===== src/rtl/innings_ctrl.sv =====
// innings_ctrl: sequences one T20 innings around the LFSR ball generator.
// Optional free-hit rule after a no-ball is enabled by defining FREE_HIT_EN.
module innings_ctrl #(
  parameter int MAX_OVERS      = 20,
  parameter int MAX_WICKETS    = 10,
  parameter int BALLS_PER_OVER = 6
) (
  input  logic       i_clk_fpga,
  input  logic       i_reset,
  input  logic       i_start,
  input  logic       i_bowl,
  input  logic [3:0] i_lfsr_in,
  output logic       o_lfsr_rst,
  output logic       o_ready,
  output logic [3:0] o_outcome,
  output logic       o_outcome_valid,
  output logic       o_over_done,
  output logic [8:0] o_runs,
  output logic [3:0] o_wickets,
  output logic [2:0] o_balls,
  output logic [4:0] o_overs,
  output logic       o_innings_done
);

  localparam logic [4:0] LP_MAX_OVERS   = 5'(MAX_OVERS);
  localparam logic [3:0] LP_MAX_WICKETS = 4'(MAX_WICKETS);
  localparam logic [2:0] LP_LAST_BALL   = 3'(BALLS_PER_OVER - 1);

  typedef enum logic [1:0] {
    ST_IDLE   = 2'd0,
    ST_READY  = 2'd1,
    ST_SAMPLE = 2'd2,
    ST_DONE   = 2'd3
  } state_t;

  state_t     r_state;
  logic       r_lfsr_rst;
  logic       r_ready;
  logic [3:0] r_outcome;
  logic       r_outcome_valid;
  logic       r_over_done;
  logic [8:0] r_runs;
  logic [3:0] r_wickets;
  logic [2:0] r_balls;
  logic [4:0] r_overs;
  logic       r_innings_done;
`ifdef FREE_HIT_EN
  logic       r_free_hit;
  logic       w_free_hit_nx;
`endif

  logic [4:0] w_dec;
  logic [2:0] w_add;
  logic       w_legal;
  logic       w_wicket;
  logic [9:0] w_sum;
  logic [8:0] w_runs_nx;
  logic [3:0] w_wickets_nx;
  logic [2:0] w_balls_nx;
  logic [4:0] w_overs_nx;
  logic       w_over_nx;
  logic       w_end;

  // Code -> {runs to add[2:0], legal ball, wicket}
  function automatic logic [4:0] f_decode(input logic [3:0] code);
    case (code)
      4'd0, 4'd1, 4'd2:         f_decode = {3'd0, 1'b1, 1'b0};
      4'd3, 4'd4, 4'd5, 4'd6:   f_decode = {3'd1, 1'b1, 1'b0};
      4'd7, 4'd8, 4'd9:         f_decode = {3'd2, 1'b1, 1'b0};
      4'd10:                    f_decode = {3'd3, 1'b1, 1'b0};
      4'd11:                    f_decode = {3'd4, 1'b1, 1'b0};
      4'd12:                    f_decode = {3'd6, 1'b1, 1'b0};
      4'd13, 4'd14:             f_decode = {3'd1, 1'b0, 1'b0};
      4'd15:                    f_decode = {3'd0, 1'b1, 1'b1};
      default:                  f_decode = 5'd0;
    endcase
  endfunction

  // Next counter values for the delivery held in r_outcome
  always_comb begin
    w_dec   = f_decode(r_outcome);
    w_add   = w_dec[4:2];
    w_legal = w_dec[1];
`ifdef FREE_HIT_EN
    // A wicket code on a free hit is a plain legal dot
    if (r_free_hit && (r_outcome == 4'd15)) begin
      w_wicket = 1'b0;
    end else begin
      w_wicket = w_dec[0];
    end
    if (r_outcome == 4'd14) begin
      w_free_hit_nx = 1'b1;
    end else if (r_outcome == 4'd13) begin
      w_free_hit_nx = r_free_hit;
    end else begin
      w_free_hit_nx = 1'b0;
    end
`else
    w_wicket = w_dec[0];
`endif
    w_sum = {1'b0, r_runs} + {7'd0, w_add};
    if (w_sum[9]) begin
      w_runs_nx = 9'd511;
    end else begin
      w_runs_nx = w_sum[8:0];
    end
    w_wickets_nx = r_wickets + {3'd0, w_wicket};
    w_balls_nx   = r_balls;
    w_overs_nx   = r_overs;
    w_over_nx    = 1'b0;
    if (w_legal) begin
      if (r_balls == LP_LAST_BALL) begin
        w_balls_nx = 3'd0;
        w_overs_nx = r_overs + 5'd1;
        w_over_nx  = 1'b1;
      end else begin
        w_balls_nx = r_balls + 3'd1;
      end
    end else begin
      w_balls_nx = r_balls;
    end
    w_end = (w_wickets_nx == LP_MAX_WICKETS) || (w_overs_nx == LP_MAX_OVERS);
  end

  // Innings FSM with all outputs registered
  always_ff @(posedge i_clk_fpga or posedge i_reset) begin
    if (i_reset) begin
      r_state         <= ST_IDLE;
      r_lfsr_rst      <= 1'b1;
      r_ready         <= 1'b0;
      r_outcome       <= 4'd0;
      r_outcome_valid <= 1'b0;
      r_over_done     <= 1'b0;
      r_runs          <= 9'd0;
      r_wickets       <= 4'd0;
      r_balls         <= 3'd0;
      r_overs         <= 5'd0;
      r_innings_done  <= 1'b0;
`ifdef FREE_HIT_EN
      r_free_hit      <= 1'b0;
`endif
    end else begin
      r_outcome_valid <= 1'b0;
      r_over_done     <= 1'b0;
      case (r_state)
        ST_IDLE, ST_DONE: begin
          if (i_start) begin
            r_state        <= ST_READY;
            r_lfsr_rst     <= 1'b0;
            r_ready        <= 1'b1;
            r_innings_done <= 1'b0;
            r_outcome      <= 4'd0;
            r_runs         <= 9'd0;
            r_wickets      <= 4'd0;
            r_balls        <= 3'd0;
            r_overs        <= 5'd0;
`ifdef FREE_HIT_EN
            r_free_hit     <= 1'b0;
`endif
          end
        end
        ST_READY: begin
          if (i_bowl) begin
            r_state   <= ST_SAMPLE;
            r_ready   <= 1'b0;
            r_outcome <= i_lfsr_in;
          end
        end
        ST_SAMPLE: begin
          r_runs          <= w_runs_nx;
          r_wickets       <= w_wickets_nx;
          r_balls         <= w_balls_nx;
          r_overs         <= w_overs_nx;
          r_outcome_valid <= 1'b1;
          r_over_done     <= w_over_nx;
`ifdef FREE_HIT_EN
          r_free_hit      <= w_free_hit_nx;
`endif
          if (w_end) begin
            r_state        <= ST_DONE;
            r_innings_done <= 1'b1;
          end else begin
            r_state <= ST_READY;
            r_ready <= 1'b1;
          end
        end
        default: begin
          r_state    <= ST_IDLE;
          r_lfsr_rst <= 1'b1;
          r_ready    <= 1'b0;
        end
      endcase
    end
  end

  assign o_lfsr_rst      = r_lfsr_rst;
  assign o_ready         = r_ready;
  assign o_outcome       = r_outcome;
  assign o_outcome_valid = r_outcome_valid;
  assign o_over_done     = r_over_done;
  assign o_runs          = r_runs;
  assign o_wickets       = r_wickets;
  assign o_balls         = r_balls;
  assign o_overs         = r_overs;
  assign o_innings_done  = r_innings_done;

endmodule


===== config.mk =====
export PLATFORM = sky130hd
export DESIGN_NAME = innings_ctrl
export DESIGN_NICKNAME = d
export VERILOG_FILES = /design/src/rtl/innings_ctrl.sv
export SDC_FILE = /design/constraint.sdc
export NUM_CORES = 1
export LEC_CHECK = 0
export ABC_CLOCK_PERIOD_IN_PS = 4500
export CAP_MARGIN = 0
export CORE_ASPECT_RATIO = 0.9
export CORE_UTILIZATION = 55
export DETAILED_ROUTE_END_ITERATION = 7
export PLACE_DENSITY_LB_ADDON = 0.1
export RECOVER_POWER = 50
export SYNTH_ARGS = -nofsm -noshare
export SYNTH_HDL_FRONTEND = slang
export SYNTH_SLANG_ARGS = --single-unit

===== constraint.sdc =====
create_clock -name i_clk_fpga -period 4.5 [get_ports i_clk_fpga]
set_clock_uncertainty 0.1 [all_clocks]
set_input_delay 1.35 -clock i_clk_fpga [delete_from_list [all_inputs] [get_ports i_clk_fpga]]
set_output_delay 1.35 -clock i_clk_fpga [all_outputs]
set_load 0.1 [all_outputs]

==> flow_summary.yaml <==
worst_setup_path:
  slowest_delay_ps: 1200
  critPathCaptureType: "output port"
  critPathLaunch: "o_outcome[3]"
  crit_arrival_ps: 2030
  start_kind: "flop"
  worstSetupPathType: "flop to output port"
  crit_fanout: 12
  crit_family: "buffers and inverters"
  critPathRequiredTime_ps: 3050
  crit_chain: "clkdlybuf4s50_1"
  r2r_start: "o_outcome[0]"
  cp_num_buf_inv: 1
  worst_path_max_delay_cell: "clkdlybuf4s50_1"
detailed_routing:
  dr.first_iter.drc_count: 126
  dr_total_vias: 1741
  final_antenna_net_count: 0
  drc: 0
  wl_per_cell_um: 16.50
  wl_mm: 4.768
  dr.pass1.iters: 5
  viasPerCell: 6.024
place:
  gp_congestion: 0.9073
  hpwl_mm: 3.487
  port_buffers: 37
pwr:
  ir_drop_uv: 517.1
  power_density_nw_per_um2: 567.2
  leakagePower_nw: 1.070
run_status:
  status: "finished, violations left"
  violations: "max-capacitance violations, max-slew violations"
yosys:
  synth_edf_count: 0
  ys_seq_area_share_pct: 40.24
  synth_flop_cell: "dfrtp_1"
  yosysWarnings: 0
  ys_ff_latch: 32
  synth_cell_types: 49
  syn-cell-area_um2: 1993
  avgSynthCellArea_um2: 9.629
  async_flop_share_pct: 100.0
  synth_cells: 207
  syn_nets: 229
worst_hold_path:
  hold_path_class: "flop to flop"
  hp-start: "o_lfsr_rst"
clock_network:
  cts_buffer_depth: 2
  clkLatencyLatePin_ps: 280
  clk_transition_reported_paths_ps: 60
  cts-htree-levels: 2
  cts_resized: 0
  cts_tree: "yes"
  postCtsSetupBuffers: 0
  clockRootBuffer: "clkbuf_8"
  cts.sinks: 32
  cts_hold_buffers: 0
  cts_buffers: 5
timing:
  fin_crit_ps: 3477
  period_share_pct: 77.26
  report.final.slew_viol_count: 50
  rsz0062_at_grt: "no"
  fin_tns_setup_ps: 0
  fmax_mhz: 287.6
  hold_violations: 0
  finalSetupViolCount: 0
  slew_headroom_pct: -19.92
  tightest_slew_ps: 1780
floorplan:
  io_pins: 38
  core-area_um2: 3428
  start_util_pct: 58.14
  rows: 20
  die_h_um: 59.11
  die_area_um2: 3869
  die_w_um: 65.46
finish:
  fin_util_pct: 71.61
  area_delta_synth_final_pct: 23.16
  ff_latch_area_um2: 802.0
  antenna_cells: 0
  mostFrequentLayoutCells: "clkdlybuf4s50_1 (35), dfrtp_1 (31), o21ai_0 (23), nand2_1 (20), nor2_1 (18)"
  fill_cells: 258
  multi_input_area_um2: 1096
  layout-drive-gt1-share_pct: 6.531
  nets: 266
  final_common_cell: "clkdlybuf4s50_1"
global_routing:
  grt_pass1_wl_mm: 7.955
  track_usage_pct: 27.64
  antenna_found_initial: 0
  grt_max_degree: 33
  grt-ovfl-total: 0
  grt_pass1_vias: 1725
job:
  maxCapViolations: 2
[worst paths after layout]
path                                endpoint  depth (start not counted)  slack [ps]
min in group asynchronous          o_runs[5]                          3        2020
worst max-delay path            o_outcome[3]                          1        1020
worst min register to register    o_lfsr_rst                          1         410
max in group asynchronous       o_outcome[3]                          3        1280
worst min-delay path              o_lfsr_rst                          1         410
worst max register to register     o_runs[8]                         11        1490
[final cells by class]
class                      count  share of cell area, %
sequential                    32                  32.67
multi-input combinational    157                  44.65
timing repair buffer          38                  15.24
tap                           44                  2.243
inverter                      10                  1.529
clock buffer                   8                  3.670
[sequential cells by signal, indices dropped and copies added (netlist names)]
| name | cells |
|---|---|
| o_outcome_valid | 1 |
| o_innings_done | 1 |
| o_ready | 1 |
| o_over_done | 1 |
| o_overs | 5 |
| r_state | 2 |
| o_lfsr_rst | 1 |
| o_runs | 9 |
| o_wickets | 4 |
| o_outcome | 4 |
| o_balls | 3 |
[per-stage QoR]
step / setup WS [ps] / cells / cell area, um2 / hold slack (ps) / total power, W
final: 1023 / 289 / 2455 / 405.7 / 0.001392
after global routing: 875.0 / 289 / 2455 / 414.5 / 0.001465
after CTS: 1019 / 289 / 2467 / 403.9 / 0.001394
after detailed placement: 1244 / 281 / 2377 / 394.3 / 0.001162
after global placement: 1361 / 281 / 2377 / 370.0 / 0.001126
after floorplan: 1239 / 207 / 1993 / 420.2 / 0.0009890
[cells in the mapped netlist, types with 2 or more instances]
master / count / area (um2)
dfrtp_1: 31 / 775.7
o21ai_0: 22 / 110.1
nand2_1: 20 / 75.07
nor2_1: 18 / 67.56
ha_1: 13 / 162.7
a21oi_1: 11 / 55.05
inv_1: 10 / 37.54
a22o_1: 8 / 70.07
a32o_1: 5 / 50.05
nand3_1: 4 / 20.02
nor2b_1: 4 / 25.02
nor3_1: 4 / 20.02
buf_2: 3 / 15.01
clkbuf_1: 3 / 11.26
mux2i_1: 3 / 30.03
nand2b_1: 3 / 18.77
nand3b_1: 3 / 22.52
a2111oi_4: 2 / 55.05
a211oi_1: 2 / 15.01
a21o_1: 2 / 15.01
and2_1: 2 / 12.51
and3_1: 2 / 12.51
buf_6: 2 / 22.52
nand4b_1: 2 / 17.52
nor4_2: 2 / 25.02
o21ai_1: 2 / 10.01
xor2_1: 2 / 17.52
[where the power goes]
group	total (W)	switching (W)	internal, W
clock network	0.000230	0.000106	0.000125
registers	0.000395	0.0000627	0.000333
logic	0.000767	0.000557	0.000210
[routing by layer]
layer | track usage, % | vias up | wire length, um
li1 | - | 831 | -
met1 | 34.07 | 840 | 2029
met2 | 47.28 | 62 | 2367
met3 | 6.923 | 8 | 299
met4 | 9.627 | 0 | 71
met5 | 0 | - | 0
[kinds of logic after synthesis]
kind of cell | share of synthesized area, %
multiplexers | 2.072
AND/OR/NAND/NOR | 18.46
flip-flops | 40.24
adder cells (fa/ha/maj) | 9.165
XOR/XNOR | 0.8790
AO/OA/AOI/OAI | 24.86
buffers and inverters | 4.331
Note: power is estimated with default switching activity, not from simulation.
